## config.mk

```make
export PLATFORM = sky130hd
export DESIGN_NAME = fetch_sequencer
export DESIGN_NICKNAME = d
export VERILOG_FILES = /design/src/rtl/fetch_pkg.sv /design/src/rtl/fetch_fifo.sv /design/src/rtl/fetch_sequencer.sv
export SDC_FILE = /design/constraint.sdc
export NUM_CORES = 1
export LEC_CHECK = 0
export ABC_AREA = 1
export CAP_MARGIN = 5
export CORE_UTILIZATION = 26
export CTS_CLUSTER_DIAMETER = 150
export DETAILED_ROUTE_END_ITERATION = 8
export DONT_BUFFER_PORTS = 1
export GPL_TIMING_DRIVEN = 0
export HOLD_SLACK_MARGIN = 0.15
export PLACE_DENSITY = 0.44
export SYNTH_ARGS = -nofsm -noshare
export SYNTH_HDL_FRONTEND = slang
export SYNTH_SLANG_ARGS = --single-unit
```

## constraint.sdc

```tcl
create_clock -name clk -period 3.1 [get_ports clk]
set_input_delay 0.155 -clock clk [delete_from_list [all_inputs] [get_ports clk]]
set_output_delay 0.155 -clock clk [all_outputs]
set_load 0.02 [all_outputs]
```

## src/rtl/fetch_pkg.sv

```systemverilog
// Shared definitions for the instruction fetch front end: the canonical
// fetch-entry layout, the NOP used for faulted fetches, the default reset
// vector and a PC alignment helper.
package fetch_pkg;

  localparam int FETCH_XLEN = 32;

  // addi x0, x0, 0 -- substituted for instructions fetched out of range.
  localparam logic [FETCH_XLEN-1:0] NOP_INST = 32'h0000_0013;

  localparam logic [FETCH_XLEN-1:0] DEFAULT_RESET_VECTOR = 32'h0000_0000;

  // One buffered fetch result as seen by decode.
  typedef struct packed {
    logic [FETCH_XLEN-1:0] pc;
    logic [FETCH_XLEN-1:0] inst;
    logic                  fault;
  } fetch_entry_t;

  // Instructions are word aligned; the two low address bits never reach memory.
  function automatic logic [FETCH_XLEN-1:0] align_pc(input logic [FETCH_XLEN-1:0] pc);
    return {pc[FETCH_XLEN-1:2], 2'b00};
  endfunction

endpackage

```

## src/rtl/fetch_fifo.sv

```systemverilog
// Small synchronous FIFO for the fetch buffer. Push and pop may happen in
// the same cycle even when full; flush empties the buffer and wins over both.
module fetch_fifo #(
  parameter int WIDTH = 65,
  parameter int DEPTH = 2
) (
  input  logic                   clk,
  input  logic                   reset,
  input  logic                   push,
  input  logic                   pop,
  input  logic                   flush,
  input  logic [WIDTH-1:0]       wr_data,
  output logic [WIDTH-1:0]       rd_data,
  output logic [$clog2(DEPTH):0] count,
  output logic                   full,
  output logic                   empty
);

  localparam int PTR_W = $clog2(DEPTH);
  localparam int CNT_W = PTR_W + 1;

  logic [WIDTH-1:0] mem [DEPTH];
  logic [PTR_W-1:0] wr_ptr;
  logic [PTR_W-1:0] rd_ptr;
  logic             do_push;
  logic             do_pop;

  assign empty   = (count == '0);
  assign full    = (count == CNT_W'(DEPTH));
  assign do_pop  = pop && !empty;
  // A full buffer can still take a push when the head leaves in the same cycle.
  assign do_push = push && (!full || do_pop);
  assign rd_data = mem[rd_ptr];

  // Pointer, occupancy and storage update; DEPTH is a power of two so the
  // pointers wrap naturally.
  always_ff @(posedge clk) begin
    if (reset) begin
      wr_ptr <= '0;
      rd_ptr <= '0;
      count  <= '0;
      for (int i = 0; i < DEPTH; i++) begin
        mem[i] <= '0;
      end
    end else if (flush) begin
      wr_ptr <= '0;
      rd_ptr <= '0;
      count  <= '0;
    end else begin
      if (do_push) begin
        mem[wr_ptr] <= wr_data;
        wr_ptr      <= wr_ptr + PTR_W'(1);
      end
      if (do_pop) begin
        rd_ptr <= rd_ptr + PTR_W'(1);
      end
      count <= count + CNT_W'(do_push) - CNT_W'(do_pop);
    end
  end

endmodule

```

## src/rtl/fetch_sequencer.sv

```systemverilog
// Instruction fetch sequencer: owns the PC, drives the combinational
// instruction memory, buffers {pc, inst} pairs for decode and handles
// redirects by flushing and reloading the PC.
// Optional build macro FETCH_RANGE_CHECK_EN adds out_fault: fetching from a
// PC above the backed memory range yields a faulted NOP and stalls fetch
// until the next redirect or reset.
module fetch_sequencer
  import fetch_pkg::*;
#(
  parameter int              XLEN         = FETCH_XLEN,
  parameter logic [XLEN-1:0] RESET_VECTOR = XLEN'(DEFAULT_RESET_VECTOR),
  parameter int              IMEM_AW      = 12,
  parameter int              FIFO_DEPTH   = 2
) (
  input  logic            clk,
  input  logic            reset,
  input  logic            fetch_en,
  output logic [XLEN-1:0] imem_addr,
  input  logic [XLEN-1:0] imem_inst,
  input  logic            redirect_valid,
  input  logic [XLEN-1:0] redirect_pc,
  output logic            out_valid,
  input  logic            out_ready,
  output logic [XLEN-1:0] out_pc,
  output logic [XLEN-1:0] out_inst
`ifdef FETCH_RANGE_CHECK_EN
  ,
  output logic            out_fault
`endif
);

  localparam int CNT_W = $clog2(FIFO_DEPTH) + 1;
`ifdef FETCH_RANGE_CHECK_EN
  localparam int ENTRY_W = 2 * XLEN + 1;
`else
  localparam int ENTRY_W = 2 * XLEN;
`endif

  if (IMEM_AW < 3 || IMEM_AW >= XLEN) begin : g_bad_imem_aw
    $error("fetch_sequencer: IMEM_AW must lie in [3, XLEN-1]");
  end
  if (FIFO_DEPTH < 2 || (FIFO_DEPTH & (FIFO_DEPTH - 1)) != 0) begin : g_bad_depth
    $error("fetch_sequencer: FIFO_DEPTH must be a power of two, at least 2");
  end

  logic [XLEN-1:0]    pc;
  logic               stalled;
  logic [XLEN-1:0]    redirect_target;
  logic [XLEN-1:0]    push_inst;
  logic               range_fault;
  logic               deq;
  logic               enq;
  logic               fifo_full;
  logic               fifo_empty;
  logic [CNT_W-1:0]   fifo_count;
  logic [ENTRY_W-1:0] push_data;
  logic [ENTRY_W-1:0] head_data;

  if (XLEN == FETCH_XLEN) begin : g_align_pkg
    assign redirect_target = align_pc(redirect_pc);
  end else begin : g_align_generic
    assign redirect_target = {redirect_pc[XLEN-1:2], 2'b00};
  end

`ifdef FETCH_RANGE_CHECK_EN
  assign range_fault = (pc[XLEN-1:IMEM_AW] != '0);
`else
  assign range_fault = 1'b0;
`endif

  assign push_inst = range_fault ? XLEN'(NOP_INST) : imem_inst;

  // A redirect discards any handshake presented in the same cycle.
  assign deq = !fifo_empty && out_ready && !redirect_valid;
  assign enq = fetch_en && !redirect_valid && !stalled && (!fifo_full || deq);

`ifdef FETCH_RANGE_CHECK_EN
  assign push_data = {pc, push_inst, range_fault};
  assign out_fault = head_data[0];
  assign out_pc    = head_data[ENTRY_W-1 -: XLEN];
  assign out_inst  = head_data[XLEN:1];
`else
  assign push_data = {pc, push_inst};
  assign out_pc    = head_data[ENTRY_W-1 -: XLEN];
  assign out_inst  = head_data[XLEN-1:0];
`endif

  assign out_valid = (fifo_count != '0);
  assign imem_addr = pc;

  // PC and fault-stall state: reset beats redirect, redirect beats fetch.
  always_ff @(posedge clk) begin
    if (reset) begin
      pc      <= {RESET_VECTOR[XLEN-1:2], 2'b00};
      stalled <= 1'b0;
    end else if (redirect_valid) begin
      pc      <= redirect_target;
      stalled <= 1'b0;
    end else if (enq) begin
      pc      <= pc + XLEN'(4);
      stalled <= range_fault;
    end
  end

  fetch_fifo #(
    .WIDTH (ENTRY_W),
    .DEPTH (FIFO_DEPTH)
  ) u_fifo (
    .clk     (clk),
    .reset   (reset),
    .push    (enq),
    .pop     (deq),
    .flush   (redirect_valid),
    .wr_data (push_data),
    .rd_data (head_data),
    .count   (fifo_count),
    .full    (fifo_full),
    .empty   (fifo_empty)
  );

endmodule

```

==> results by group <==
Outcome
  • Status: completed

Timing
  • RSZ-0062 raised after global routing: false
  • Worst slew margin: a little under three fifths
  • Layout Skew: approximately 17 ps
  • Final period util: 73.48%
  • Hold slack final: roughly 180 ps
  • Slew @ Worst Pin: roughly 640 ps
  • Setup ws final: ~820 ps
  • Fmax: 439.0 MHz
  • Final Max Slew Viols: 0
  • Hold Violations, Final: 0
  • Final setup vio count: 0
  • Min cycle time layout: 2278 ps

Routing
  • DRT Wirelength: 21980 um
  • Final antenna-violating net count: 0
  • Drt drc: 0
  • Via Count: ~5500
  • Drt pass-1 iters: 4
  • Vias per cell: 4.317
  • Initial drt markers: between 200 and 300
  • Drt wl/cell: about 17 um

Hold path
  • Hold Crit Start: fetch_en
  • Class of the worst hold path: input pin to flop

Floorplanning
  • Starting Density: 26.55%
  • I/O pin count: 166
  • Die Wd: 173.7 um
  • DIE HEIGHT: 173.7 um
  • Row count: just over 60
  • Die area: 30160 um^2
  • Core Box Area: 28860 um^2

Global route
  • GRT overflow: 0
  • Met2 usage: 24.70%
  • Met3 usage: 4.956%
  • Vias in the first global route: 5503
  • Initial antenna violation count: 0
  • Met1 usage: 18.24%
  • Global-route wire length before repair: between 30000 and 40000 um
  • Grt peak-use layer: met2
  • Tot GR Track Use: around 15%
  • Largest net degree at the start of global routing: 55

Placed design
  • Routability cong.: 0.7965
  • I/O Buffers: 0
  • Placed wire-length estimate: 15600 um
  • Post-Place Setup Slack: 774.3 ps

Yosys
  • Seq/Total Area, Yosys: 57.74%
  • Yosys top cell area share: 48.60%
  • Most common cell in the netlist: nor2_1
  • Ys Warns: 0
  • Post-synth top flop: edfxtp_1
  • Post-synth top cells: 156 x nor2_1, 124 x edfxtp_1, 118 x nand2_1
  • Ranking of synthesized cells by area: edfxtp_1 49%, dfxtp_1 9.1%, mux2_2 9.1%, nor2_1 7.6%, nand2_1 5.8%
  • Post-synth EDFFs: 124
  • Synthesized area: approximately 7700 um^2
  • Cell variety after synth: 38
  • Asr flop ratio synth: 0%
  • Synth Instances: between 700 and 800
  • Synth area leader: edfxtp_1
  • Avg Cell Area, Syn: around 9.8 um^2
  • Post-synthesis register bit count: 159

Power
  • Part of the power in registers: 49.2%
  • Power Dens Cells: around 540 nW/um^2
  • NetSw: ~1.3 mW
  • Pleak: 3.695 nW
  • Combinational group share of total power: 9.7%
  • Clock network power share: 41.0%
  • Internal power: 3.758 mW
  • Max VDD drop: between 0.0003 and 0.0004 V
  • Switching part of the total: 25.87%
  • Total power: approximately 5 mW

Cells and area
  • Area Overhead vs Synth: 23.24%
  • Filler cell count: 3035
  • Utilization after layout: 32.72%
  • Final #Nets: between 900 and 1000
  • Area of the multi-input gates: 2670 um^2
  • Layout cells sized above 1: roughly 17%
  • Reg area: between 4000 and 5000 um^2
  • Diode count: 0

Critical path
  • Critical path class: flop to flop
  • Crit Reg-Reg Startpoint: u_fifo.count[1]
  • Critical Path RT: around 3200 ps
  • Data arrival time of the critical path: 2410 ps
  • Reg-to-reg slack, setup: 820 ps
  • Worst setup EP type: flop
  • Critical Path Source: u_fifo.count[1]
  • Worst setup SP type: flop
  • Largest fanout on the critical path: 54

Clock network
  • Num CTS Buffers: 17
  • CTS tree: built
  • Clock-pin slew on the worst setup and hold paths: 70 ps
  • H-tree depth: 4
  • Worst-Skew Late Latency: 430 ps
  • Clock Root Buffer: clkbuf_16
  • CTS Buffer Depth: 2
  • Sink Count: 159

Run
  • Max_cap viols: 0
## per-layer routing
layer	share of wire, %	vias up
li1	-	2733
met1	44	2572
met2	47	153
met3	7.8	16
met4	1.3	0
met5	0	-
## power groups by stage
| stage | sequential, mW | clock (mW) | combinational [mW] |
|---|---|---|---|
| finish | 2.50 | 2.08 | 0.493 |
| global placement | 2.56 | 0 | 0.422 |
| CTS | 2.50 | 2.16 | 0.505 |
| global route | 2.51 | 2.23 | 0.542 |
| detailed placement | 2.55 | 0 | 0.433 |
| floorplan | 2.52 | 0 | 0.322 |
## layout by cell type (no fill, tap or decap), types with 4 or more instances in the layout
master / count
nand3_2: 5
o211ai_1: 6
mux2_2: 62
dlygate4sd3_1: 64
conb_1: 4
o21ai_1: 7
nor2_1: 156
clkbuf_16: 18
buf_4: 5
buf_2: 21
a21oi_1: 24
nor2_4: 9
edfxtp_1: 124
nand2_2: 4
clkbuf_1: 7
dfxtp_1: 35
o21ai_0: 23
nand2_4: 5
nand3_1: 37
nand2_1: 116
inv_1: 108
## critical path: stages, from the launching register on
cell and delay, ps:
dfxtp_1 390, nand3_2 150, nand2_4 140, clkinv_2 190
nand3_2 230, buf_2 350, nand2_4 210, buf_16 290
## cell type report
type	instances	share of cell area, %
clock inverters	11	1.126
inverters	110	4.386
well taps	384	5.088
plain buffers	34	1.908
repair buffers	66	7.367
flip-flops and latches	159	46.85
clock buffers	21	4.995
multi-input cells	483	28.28
## registers in the layout, indices dropped and copies added (netlist names), named ones only
| signal | flops |
|---|---|
| u_fifo.rd_ptr | 1 |
| u_fifo.mem | 124 |
| imem_addr | 30 |
| u_fifo.count | 2 |
| u_fifo.wr_ptr | 1 |
## per-stage QoR
| step | instances | area, um^2 | TNS (ps) |
|---|---|---|---|
| 3_5_place_dp | 1172 | 8224 | 0 |
| 6_report | 1268 | 9443 | 0 |
| 3_3_place_gp | 1170 | 8154 | -161180 |
| 2_1_floorplan | 786 | 7674 | 0 |
| 5_1_grt | 1268 | 9443 | 0 |
| 4_1_cts | 1268 | 9443 | 0 |
## worst paths after layout
check                                        end  depth (start not counted)
worst max-delay path            u_fifo.mem[1][1]                          7
worst min-delay path                imem_addr[7]                          6
worst max register to register  u_fifo.mem[1][1]                          7
worst min register to register     u_fifo.rd_ptr                          2
## logic make-up after synthesis
group                    share of synthesized area [%]
AO/OA/AOI/OAI                                    4.736
XOR/XNOR                                        0.2287
adder cells (fa/ha/maj)                         0.4899
buffers and inverters                            7.756
flip-flops                                       57.74
multiplexers                                     9.112
other                                          0.04894
AND/OR/NAND/NOR                                  19.89
## what timing repair did
action | 4_1_cts | 5_1_grt
gates resized for setup | 0 | 0
buffers inserted | 0 | 0
hold buffers | 64 | 0
setup endpoints to repair | 0 | 0
hold endpoints to repair | 99 | 0
Power figures use the tool's default switching activity.
